**config.mk**
```make
export PLATFORM = sky130hd
export DESIGN_NAME = mc_ctrl_flat
export DESIGN_NICKNAME = d
export VERILOG_FILES = /design/src/rtl/mc_ctrl_if.sv /design/src/rtl/mc_ctrl.sv /design/src/flat_wrapper.sv
export SDC_FILE = /design/constraint.sdc
export NUM_CORES = 1
export LEC_CHECK = 0
export BUFFER_PORTS_ARGS = -buffer_cell sky130_fd_sc_hd__buf_2
export CAP_MARGIN = 20
export CORE_ASPECT_RATIO = 0.75
export CORE_UTILIZATION = 50
export CTS_BUF_LIST = sky130_fd_sc_hd__clkbuf_8
export DETAILED_ROUTE_END_ITERATION = 12
export GPL_ROUTABILITY_DRIVEN = 0
export PLACE_DENSITY_LB_ADDON = 0.08
export SLEW_MARGIN = 25
export SYNTH_ARGS = -nofsm -noshare
export SYNTH_HDL_FRONTEND = slang
export SYNTH_SLANG_ARGS = --single-unit
```
**constraint.sdc**
```tcl
create_clock -name clock -period 1.8 [get_ports clock]
set_input_delay 0.18 -clock clock [delete_from_list [all_inputs] [get_ports clock]]
set_output_delay 0.18 -clock clock [all_outputs]
set_load 0.02 [all_outputs]
```
**src/rtl/mc_ctrl_if.sv**
```systemverilog
// Handshake and control bundle between the multi-cycle sequencer and the
// fetch/datapath side (instruction memory, IR, pc, gpr, alu, ext, muxes).
interface mc_ctrl_if #(
   parameter int CNT_W = 32
);
   logic             im_valid;
   logic [5:0]       op;
   logic [5:0]       funct;
   logic             ir_write;
   logic             pc_write;
   logic             reg_write;
   logic [3:0]       aluop;
   logic             s_num_write;
   logic [1:0]       s_ext;
   logic             s_b;
   logic             halt;
   logic [1:0]       fault;
   logic [CNT_W-1:0] instr_retired;
   logic [CNT_W-1:0] cycle_count;

   modport master (
      output im_valid, op, funct,
      input  ir_write, pc_write, reg_write, aluop, s_num_write, s_ext, s_b,
             halt, fault, instr_retired, cycle_count
   );

   modport slave (
      input  im_valid, op, funct,
      output ir_write, pc_write, reg_write, aluop, s_num_write, s_ext, s_b,
             halt, fault, instr_retired, cycle_count
   );
endinterface

```
**src/rtl/mc_ctrl.sv**
```systemverilog
// Multi-cycle FETCH/DECODE/EXEC/WB sequencer with fetch timeout, illegal
// instruction fault, and retired-instruction / cycle counters.
module mc_ctrl #(
   parameter int FETCH_TIMEOUT = 16,
   parameter int CNT_W         = 32
) (
   input logic     clock,
   input logic     reset,
   mc_ctrl_if.slave bus
);
   localparam int WAIT_W = $clog2(FETCH_TIMEOUT + 1);

   localparam logic [3:0] ALU_ADD   = 4'd0;
   localparam logic [3:0] ALU_SUB   = 4'd1;
   localparam logic [3:0] ALU_AND   = 4'd2;
   localparam logic [3:0] ALU_OR    = 4'd3;
   localparam logic [3:0] ALU_SLT   = 4'd4;
   localparam logic [3:0] ALU_PASSB = 4'd5;

   typedef enum logic [2:0] {FETCH, DECODE, EXEC, WB, HALT} state_t;

   state_t            state;
   state_t            next_state;
   logic [WAIT_W-1:0] wait_cnt;
   logic              timeout;
   logic              ir_write;
   logic              pc_write;
   logic              reg_write;

   logic              dec_legal;
   logic [3:0]        dec_aluop;
   logic              dec_s_num_write;
   logic              dec_s_b;
   logic [1:0]        dec_s_ext;

   logic [3:0]        aluop_q;
   logic              s_num_write_q;
   logic              s_b_q;
   logic [1:0]        s_ext_q;
   logic [1:0]        fault_q;
   logic [CNT_W-1:0]  retired_q;
   logic [CNT_W-1:0]  cycles_q;

   always_comb begin
      dec_legal       = 1'b1;
      dec_aluop       = ALU_ADD;
      dec_s_num_write = 1'b0;
      dec_s_b         = 1'b0;
      dec_s_ext       = 2'b00;
      case (bus.op)
         6'b000000: begin
            dec_s_num_write = 1'b1;
            case (bus.funct)
               6'b100001: dec_aluop = ALU_ADD;
               6'b100011: dec_aluop = ALU_SUB;
               6'b100100: dec_aluop = ALU_AND;
               6'b100101: dec_aluop = ALU_OR;
               6'b101010: dec_aluop = ALU_SLT;
               default:   dec_legal = 1'b0;
            endcase
         end
         6'b001001: begin
            dec_aluop = ALU_ADD;
            dec_s_b   = 1'b1;
            dec_s_ext = 2'b01;
         end
         6'b001100: begin
            dec_aluop = ALU_AND;
            dec_s_b   = 1'b1;
         end
         6'b001101: begin
            dec_aluop = ALU_OR;
            dec_s_b   = 1'b1;
         end
         6'b001111: begin
            dec_aluop = ALU_PASSB;
            dec_s_b   = 1'b1;
            dec_s_ext = 2'b10;
         end
         default: dec_legal = 1'b0;
      endcase
   end

   // A miss is the timeout miss when it would bring the count up to FETCH_TIMEOUT.
   always_comb begin
      next_state = state;
      ir_write   = 1'b0;
      pc_write   = 1'b0;
      reg_write  = 1'b0;
      timeout    = (wait_cnt == WAIT_W'(FETCH_TIMEOUT - 1));
      case (state)
         FETCH: begin
            ir_write = bus.im_valid;
            if (bus.im_valid)
               next_state = DECODE;
            else if (timeout)
               next_state = HALT;
         end
         DECODE:  next_state = dec_legal ? EXEC : HALT;
         EXEC:    next_state = WB;
         WB: begin
            reg_write  = 1'b1;
            pc_write   = 1'b1;
            next_state = FETCH;
         end
         HALT:    next_state = HALT;
         default: next_state = FETCH;
      endcase
   end

   always_ff @(posedge clock) begin
      if (reset)
         state <= FETCH;
      else
         state <= next_state;
   end

   always_ff @(posedge clock) begin
      if (reset) begin
         wait_cnt      <= '0;
         aluop_q       <= '0;
         s_num_write_q <= 1'b0;
         s_b_q         <= 1'b0;
         s_ext_q       <= '0;
         fault_q       <= '0;
         retired_q     <= '0;
         cycles_q      <= '0;
      end else begin
         if (state != HALT)
            cycles_q <= cycles_q + CNT_W'(1);
         case (state)
            FETCH: begin
               wait_cnt <= bus.im_valid ? '0 : wait_cnt + WAIT_W'(1);
               if (!bus.im_valid && timeout)
                  fault_q <= 2'b10;
            end
            DECODE: begin
               if (dec_legal) begin
                  aluop_q       <= dec_aluop;
                  s_num_write_q <= dec_s_num_write;
                  s_b_q         <= dec_s_b;
                  s_ext_q       <= dec_s_ext;
               end else begin
                  fault_q <= 2'b01;
               end
            end
            WB: begin
               retired_q     <= retired_q + CNT_W'(1);
               aluop_q       <= '0;
               s_num_write_q <= 1'b0;
               s_b_q         <= 1'b0;
               s_ext_q       <= '0;
            end
            default: ;
         endcase
      end
   end

   // Comb strobes are masked by reset so an abandoned instruction never writes.
   assign bus.ir_write      = ir_write & ~reset;
   assign bus.pc_write      = pc_write & ~reset;
   assign bus.reg_write     = reg_write & ~reset;
   assign bus.halt          = (state == HALT) & ~reset;
   assign bus.aluop         = aluop_q;
   assign bus.s_num_write   = s_num_write_q;
   assign bus.s_b           = s_b_q;
   assign bus.s_ext         = s_ext_q;
   assign bus.fault         = fault_q;
   assign bus.instr_retired = retired_q;
   assign bus.cycle_count   = cycles_q;
endmodule
```
**src/flat_wrapper.sv**
```systemverilog
// flat-port wrapper written by rule: the top's interface ports become plain ports
module mc_ctrl_flat 
#(
   parameter int FETCH_TIMEOUT = 16,
   parameter int CNT_W         = 32
)
  (clock, reset, bus_im_valid, bus_op, bus_funct, bus_ir_write, bus_pc_write, bus_reg_write, bus_aluop, bus_s_num_write, bus_s_ext, bus_s_b, bus_halt, bus_fault, bus_instr_retired, bus_cycle_count);
  mc_ctrl_if #(.CNT_W(CNT_W)) bus_i ();
  input logic clock;
  input logic reset;
  input wire logic [$bits(bus_i.im_valid)-1:0] bus_im_valid;
  input wire logic [$bits(bus_i.op)-1:0] bus_op;
  input wire logic [$bits(bus_i.funct)-1:0] bus_funct;
  output wire logic [$bits(bus_i.ir_write)-1:0] bus_ir_write;
  output wire logic [$bits(bus_i.pc_write)-1:0] bus_pc_write;
  output wire logic [$bits(bus_i.reg_write)-1:0] bus_reg_write;
  output wire logic [$bits(bus_i.aluop)-1:0] bus_aluop;
  output wire logic [$bits(bus_i.s_num_write)-1:0] bus_s_num_write;
  output wire logic [$bits(bus_i.s_ext)-1:0] bus_s_ext;
  output wire logic [$bits(bus_i.s_b)-1:0] bus_s_b;
  output wire logic [$bits(bus_i.halt)-1:0] bus_halt;
  output wire logic [$bits(bus_i.fault)-1:0] bus_fault;
  output wire logic [$bits(bus_i.instr_retired)-1:0] bus_instr_retired;
  output wire logic [$bits(bus_i.cycle_count)-1:0] bus_cycle_count;
  assign bus_i.im_valid = bus_im_valid;
  assign bus_i.op = bus_op;
  assign bus_i.funct = bus_funct;
  assign bus_ir_write = bus_i.ir_write;
  assign bus_pc_write = bus_i.pc_write;
  assign bus_reg_write = bus_i.reg_write;
  assign bus_aluop = bus_i.aluop;
  assign bus_s_num_write = bus_i.s_num_write;
  assign bus_s_ext = bus_i.s_ext;
  assign bus_s_b = bus_i.s_b;
  assign bus_halt = bus_i.halt;
  assign bus_fault = bus_i.fault;
  assign bus_instr_retired = bus_i.instr_retired;
  assign bus_cycle_count = bus_i.cycle_count;
  mc_ctrl #(.FETCH_TIMEOUT(FETCH_TIMEOUT), .CNT_W(CNT_W)) u_core (.clock(clock), .reset(reset), .bus(bus_i));
endmodule
```
=== After elaboration in Yosys (flattened, before gate mapping) ===
Cells that the tools add are included.

* Flip-flop bits (word level): 82
* Logic and storage cells: 70
* Output and inout bits: 78
* Bits of input ports: 15

* Reduce and logical (&&, ||, !) cells: 10
* Equal/unequal tests: 19
* $add $sub $neg: 3
* Bitwise gates (word level): 4
* Muxes and demuxes: 25

{| class="wikitable"
|+ Operators by type and width
! kind !! number
|-
| 32-bit by 1-bit adder with 32-bit output, second input constant || 2
|-
| 6-bit == test, second input constant || 5
|-
| 6-bit by 4-bit == test with 1-bit output, second input constant || 4
|-
| 3-bit one-hot mux with 4 select lines || 2
|-
| 4-bit one-hot mux with 4 select lines || 1
|-
| 2-bit one-hot mux with 2 select lines || 3
|-
| 3-bit 2-to-1 mux || 3
|-
| 4-bit one-hot mux with 2 select lines || 1
|-
| 1-bit 2-to-1 mux || 7
|-
| 3-bit by 2-bit == test with 1-bit output, second input constant || 2
|-
| 6-bit logical NOT || 1
|-
| 2-bit 2-to-1 mux || 3
|-
| 1-bit one-hot mux with 2 select lines || 3
|-
| 5-bit by 1-bit adder with 5-bit output, second input constant || 1
|-
| 5-bit by 4-bit == test with 1-bit output, second input constant || 1
|-
| 5-bit 2-to-1 mux || 1
|-
| 5-bit OR reduction || 1
|-
| 4-bit 2-to-1 mux || 1
|-
| 2-bit by 1-bit != test with 1-bit output, second input constant || 2
|-
| 2-bit nonzero test || 2
|-
| 4-bit OR reduction || 1
|-
| 1-bit AND || 3
|-
| 3-bit by 1-bit == test with 1-bit output, second input constant || 1
|-
| 3-bit == test, second input constant || 1
|-
| other kinds (9) || 9
|}

=== Logic depth before layout (Yosys ltp) ===
* Depth after elaboration: 6
* Gate-level depth with buffers: 7
* Depth with buffers taken out: 7

=== Least setup slack after synthesis ===
Ideal clock, no wire load.

* Path type: reg-to-reg
* Start point: register u_core.cycles_q[0] (netlist: u_core.bus.cycle_count[0])
* End point: register u_core.cycles_q[26] (netlist: u_core.bus.cycle_count[26])
* Library setup time: 0.070 ns
* Cell stages (with the launch flop): 7
* Arrival time: 1.930 ns
* Data required time: 1.730 ns
* Buffers on the path: 0
* Period minus slack after synthesis: 2.001 ns
* Path slack: -0.201 ns
* Cell sequence: dfxtp_1 -> ha_1 -> nand3_1 -> nand4bb_4 -> or4_4 -> or3_1 -> a21oi_1

* Word-level cells in the longest chain between the ends: 1

{| class="wikitable"
|+ RTL lines
! what !! RTL line !! RTL
|-
| start: declaration || mc_ctrl.sv:42 || <nowiki>logic [CNT_W-1:0] cycles_q;</nowiki>
|-
| start signal: assignment || mc_ctrl.sv:130 || <nowiki>cycles_q <= cycles_q + CNT_W'(1);</nowiki>
|-
| 32-bit by 1-bit adder with 32-bit output || mc_ctrl.sv:130 ||
|}

No other way between the ends.
A chain may end at the register's enable or synchronous reset.

=== Worst setup path after layout ===
* Start point: register u_core.state[2]
* End point: output port bus_ir_write

* Word-level cells in the longest chain between the ends: 3

{| class="wikitable"
|+ RTL lines
! what !! RTL line !! RTL
|-
| start: declaration || mc_ctrl.sv:22 || <nowiki>state_t state;</nowiki>
|-
| start signal: assignment || mc_ctrl.sv:115 || <nowiki>state <= next_state;</nowiki>
|-
| 3-bit logical NOT || mc_ctrl.sv:91 || <nowiki>case (state)</nowiki>
|-
| 1-bit 2-to-1 mux || mc_ctrl.sv:91 ||
|-
| 1-bit AND || mc_ctrl.sv:160 || <nowiki>assign bus.ir_write = ir_write & ~reset;</nowiki>
|-
| end: declaration || flat_wrapper.sv:14 || <nowiki>output wire logic [$bits(bus_i.ir_write)-1:0] bus_ir_write;</nowiki>
|}

No other way between the ends.

==> flow_summary.toml <==
[placement]
hpwl_um = 6350
dpl_cell_area_sq_um = 4700
numPortBuffers = 91

[sta]
min_period_over_period_pct = 100
finalSetupViolations = 1
worst_slack_ps = -1.05
hold_violations = 0
slew_headroom_pct = 62.4
worst_pin_slew_ps = 556
fmax_ghz = 0.555
skew_ps = 12.4
slew_viol_final = 0
rsz0062_at_grt = "true"
period_needed_ps = 1800

[global_routing]
grt_pass1_wl_um = 14400
grt_remaining_overflow = 0
antenna_found_initial = 0
grt_max_degree = 27
track_usage_pct = 22.8
grt_pass1_vias = 3210

[power]
power_frac_clock_pct = 42.9
p_per_area_nw_per_um2 = 724
total_power_w = 0.00373
pwr-share-seq_pct = 49.2
intPower_w = 0.00289
vdd_drop_max_v = 0.000538
p_switching_w = 0.000834
p_leak_nw = 2.30
p_comb_share_pct = 7.8
p_sw_share_pct = 22.4

[finish]
seqCellArea_sq_um = 1660
area_growth_syn_to_layout_pct = 34.5
mostFrequentLayoutCells = "buf_2, nor2_1, dfxtp_1"
layout_commonest_cell = "buf_2"
drive_gt1_share_pct = 36.1
fin_util_pct = 69.9
fin_nets = 596
fin_area_sq_um = 5140
n_antenna_cell = 0
multiInputGateArea_sq_um = 2170
fill_cells = 634

[synth]
synth_seq_cells = 81
yosys_warnings = 0
synth_ff_type = "dfxtp_1"
async_flop_share_pct = 0
synth.distinct_cells = 57
syn-num-nets = 459
syn_area_sq_um = 3820
synth-edff-count = 0
syn_avg_cell_area_sq_um = 8.69
yosysSeqAreaShare_pct = 42.4
netlist_instances = 440

[critical_path]
end_kind = "primary output"
critPathMaxFanout = 9
startpoint_type = "flip-flop"
critPathArrivalTime_ps = 1620
crit_type = "reg -> out"
cp.required_ps = 1620

[die]
dieHeight_um = 77.7
die_x_um = 103
rows = 27
ios = 93
coreArea_sq_um = 7360
initial_core_util_pct = 51.9
die-area_sq_um = 8010

[clocking]
clkTransAtPathRegs_ps = 80
htreeDepth = 3
holdBufCountCts = 0
cts_buffers = 9
cts_tree = "done"
cts_root_buffer = "clkbuf_8"
cts.sinks = 81
clk_latency_ps = 350
cts.path.max_buffers = 2

[routing]
drt_iter0_markers = 104
wl_per_cell_um = 12.9
detail-route-antenna-nets = 0
firstDrtPassIters = 4
drc = 0
routed_wl_um = 8840
via_per_inst = 5.22
via_count = 3565

[status]
status = "complete, but fails checks"
violations = "setup timing"

[worst_hold_path]
hp-class = "in -> reg"

[flow_run]
max_cap_violations = 0
-- synth_stat cells, types with 2 or more instances --
cell | count | area share [%]
nor4_1 | 8 | 1.3
or4b_1 | 2 | 0.52
xor2_1 | 45 | 10
nand2_1 | 29 | 2.8
o21a_1 | 2 | 0.39
or3_1 | 7 | 1.1
a2111oi_0 | 2 | 0.46
mux2i_1 | 6 | 1.6
ha_1 | 4 | 1.3
nor3b_1 | 3 | 0.59
clkbuf_1 | 13 | 1.3
inv_1 | 11 | 1.1
and2_1 | 4 | 0.65
or4_4 | 2 | 0.59
nand4_1 | 24 | 3.9
a21oi_1 | 14 | 1.8
nor3_1 | 8 | 1.0
o21ai_1 | 3 | 0.39
dfxtp_1 | 81 | 42
xnor2_1 | 12 | 2.7
or4_1 | 2 | 0.39
and4_1 | 8 | 1.8
and3_1 | 11 | 1.8
nand3_1 | 26 | 3.4
buf_4 | 2 | 0.39
nor2_1 | 74 | 7.3
o21ai_0 | 3 | 0.39
buf_2 | 5 | 0.65
-- power by group through the flow --
stage,registers (W),logic (W),clock network [W]
4_1_cts,0.00183,0.000274,0.00164
5_1_grt,0.00184,0.000321,0.00171
3_3_place_gp,0.00187,0.000257,0
3_5_place_dp,0.00187,0.000264,0
6_report,0.00183,0.000292,0.00160
2_1_floorplan,0.00190,0.000134,0
-- critical path, stage by stage, from the launching register on --
cell     delay (ps)
dfxtp_2         330
buf_6           130
or3_4           410
nor3_4          250
buf_6           150
-- sequential cells by signal (all words and copies together) (netlist names), 2 cells and up --
name / count
u_core.bus.aluop: 3
u_core.bus.s_ext: 2
u_core.wait_cnt: 5
u_core.bus.instr_retired: 32
u_core.bus.cycle_count: 32
u_core.state: 3
u_core.bus.fault: 2
-- stage by stage --
step | setup WS, ps | setup TNS (ps) | cells | hold WS [ps]
detailed placement | -82.9 | -139 | 656 | 452
CTS | -17.7 | -27.3 | 673 | 131
global placement | 10.1 | 0 | 656 | 446
floorplan | 1.78 | 0 | 440 | 331
global route | -56.1 | -444 | 683 | 166
finish | -1.05 | -1.05 | 683 | 154
-- routing by layer --
| metal | up-vias | track usage (%) | routed length (um) |
|---|---|---|---|
| met5 | - | 0 | 0 |
| met4 | 0 | 6.20 | 44 |
| met3 | 4 | 6.22 | 390 |
| met2 | 77 | 37.1 | 4050 |
| met1 | 1678 | 29.5 | 4350 |
| li1 | 1806 | - | - |
-- cells by family after synthesis --
logic type / after synthesis / synth area share (%)
fa+ha+maj: 4 / 1.31
compound gates: 35 / 6.08
buf+inv: 32 / 3.50
xor+xnor: 57 / 13.1
flops: 81 / 42.4
simple gates: 223 / 31.7
other cells: 1 / 0.0980
mux: 7 / 1.86
-- final timing paths --
path,slack (ps),to,cells after the start,startpoint
worst max register to register,20,u_core.bus.cycle_count[26]$_SDFFE_PP0P_,5,u_core.bus.cycle_count[14]$_SDFFE_PP0P_
worst min register to register,470,u_core.bus.aluop[1]$_SDFFE_PP0P_,2,u_core.bus.aluop[1]$_SDFFE_PP0P_
worst min-delay path,150,u_core.bus.s_num_write$_SDFFE_PP0P_,3,bus_op[3]
worst max-delay path,-1,bus_ir_write,4,u_core.state[2]$_SDFFE_PP0P_
-- repair_timing --
| item | CTS | global route |
|---|---|---|
| gates cloned | 0 | 1 |
| setup endpoints to repair | 4 | 29 |
| setup buffers | 1 | 9 |
| pin swaps | 0 | 5 |
| gates resized for setup | 5 | 29 |
-- final cells by class --
class | count | area share (%)
inverters | 11 | 0.803
clock buffers | 10 | 2.68
flip-flops and latches | 81 | 32.2
multi-input cells | 327 | 42.2
clock inverters | 6 | 2.04
repair buffers | 147 | 17.6
well taps | 101 | 2.46
Note: power is estimated with default switching activity, not from simulation.
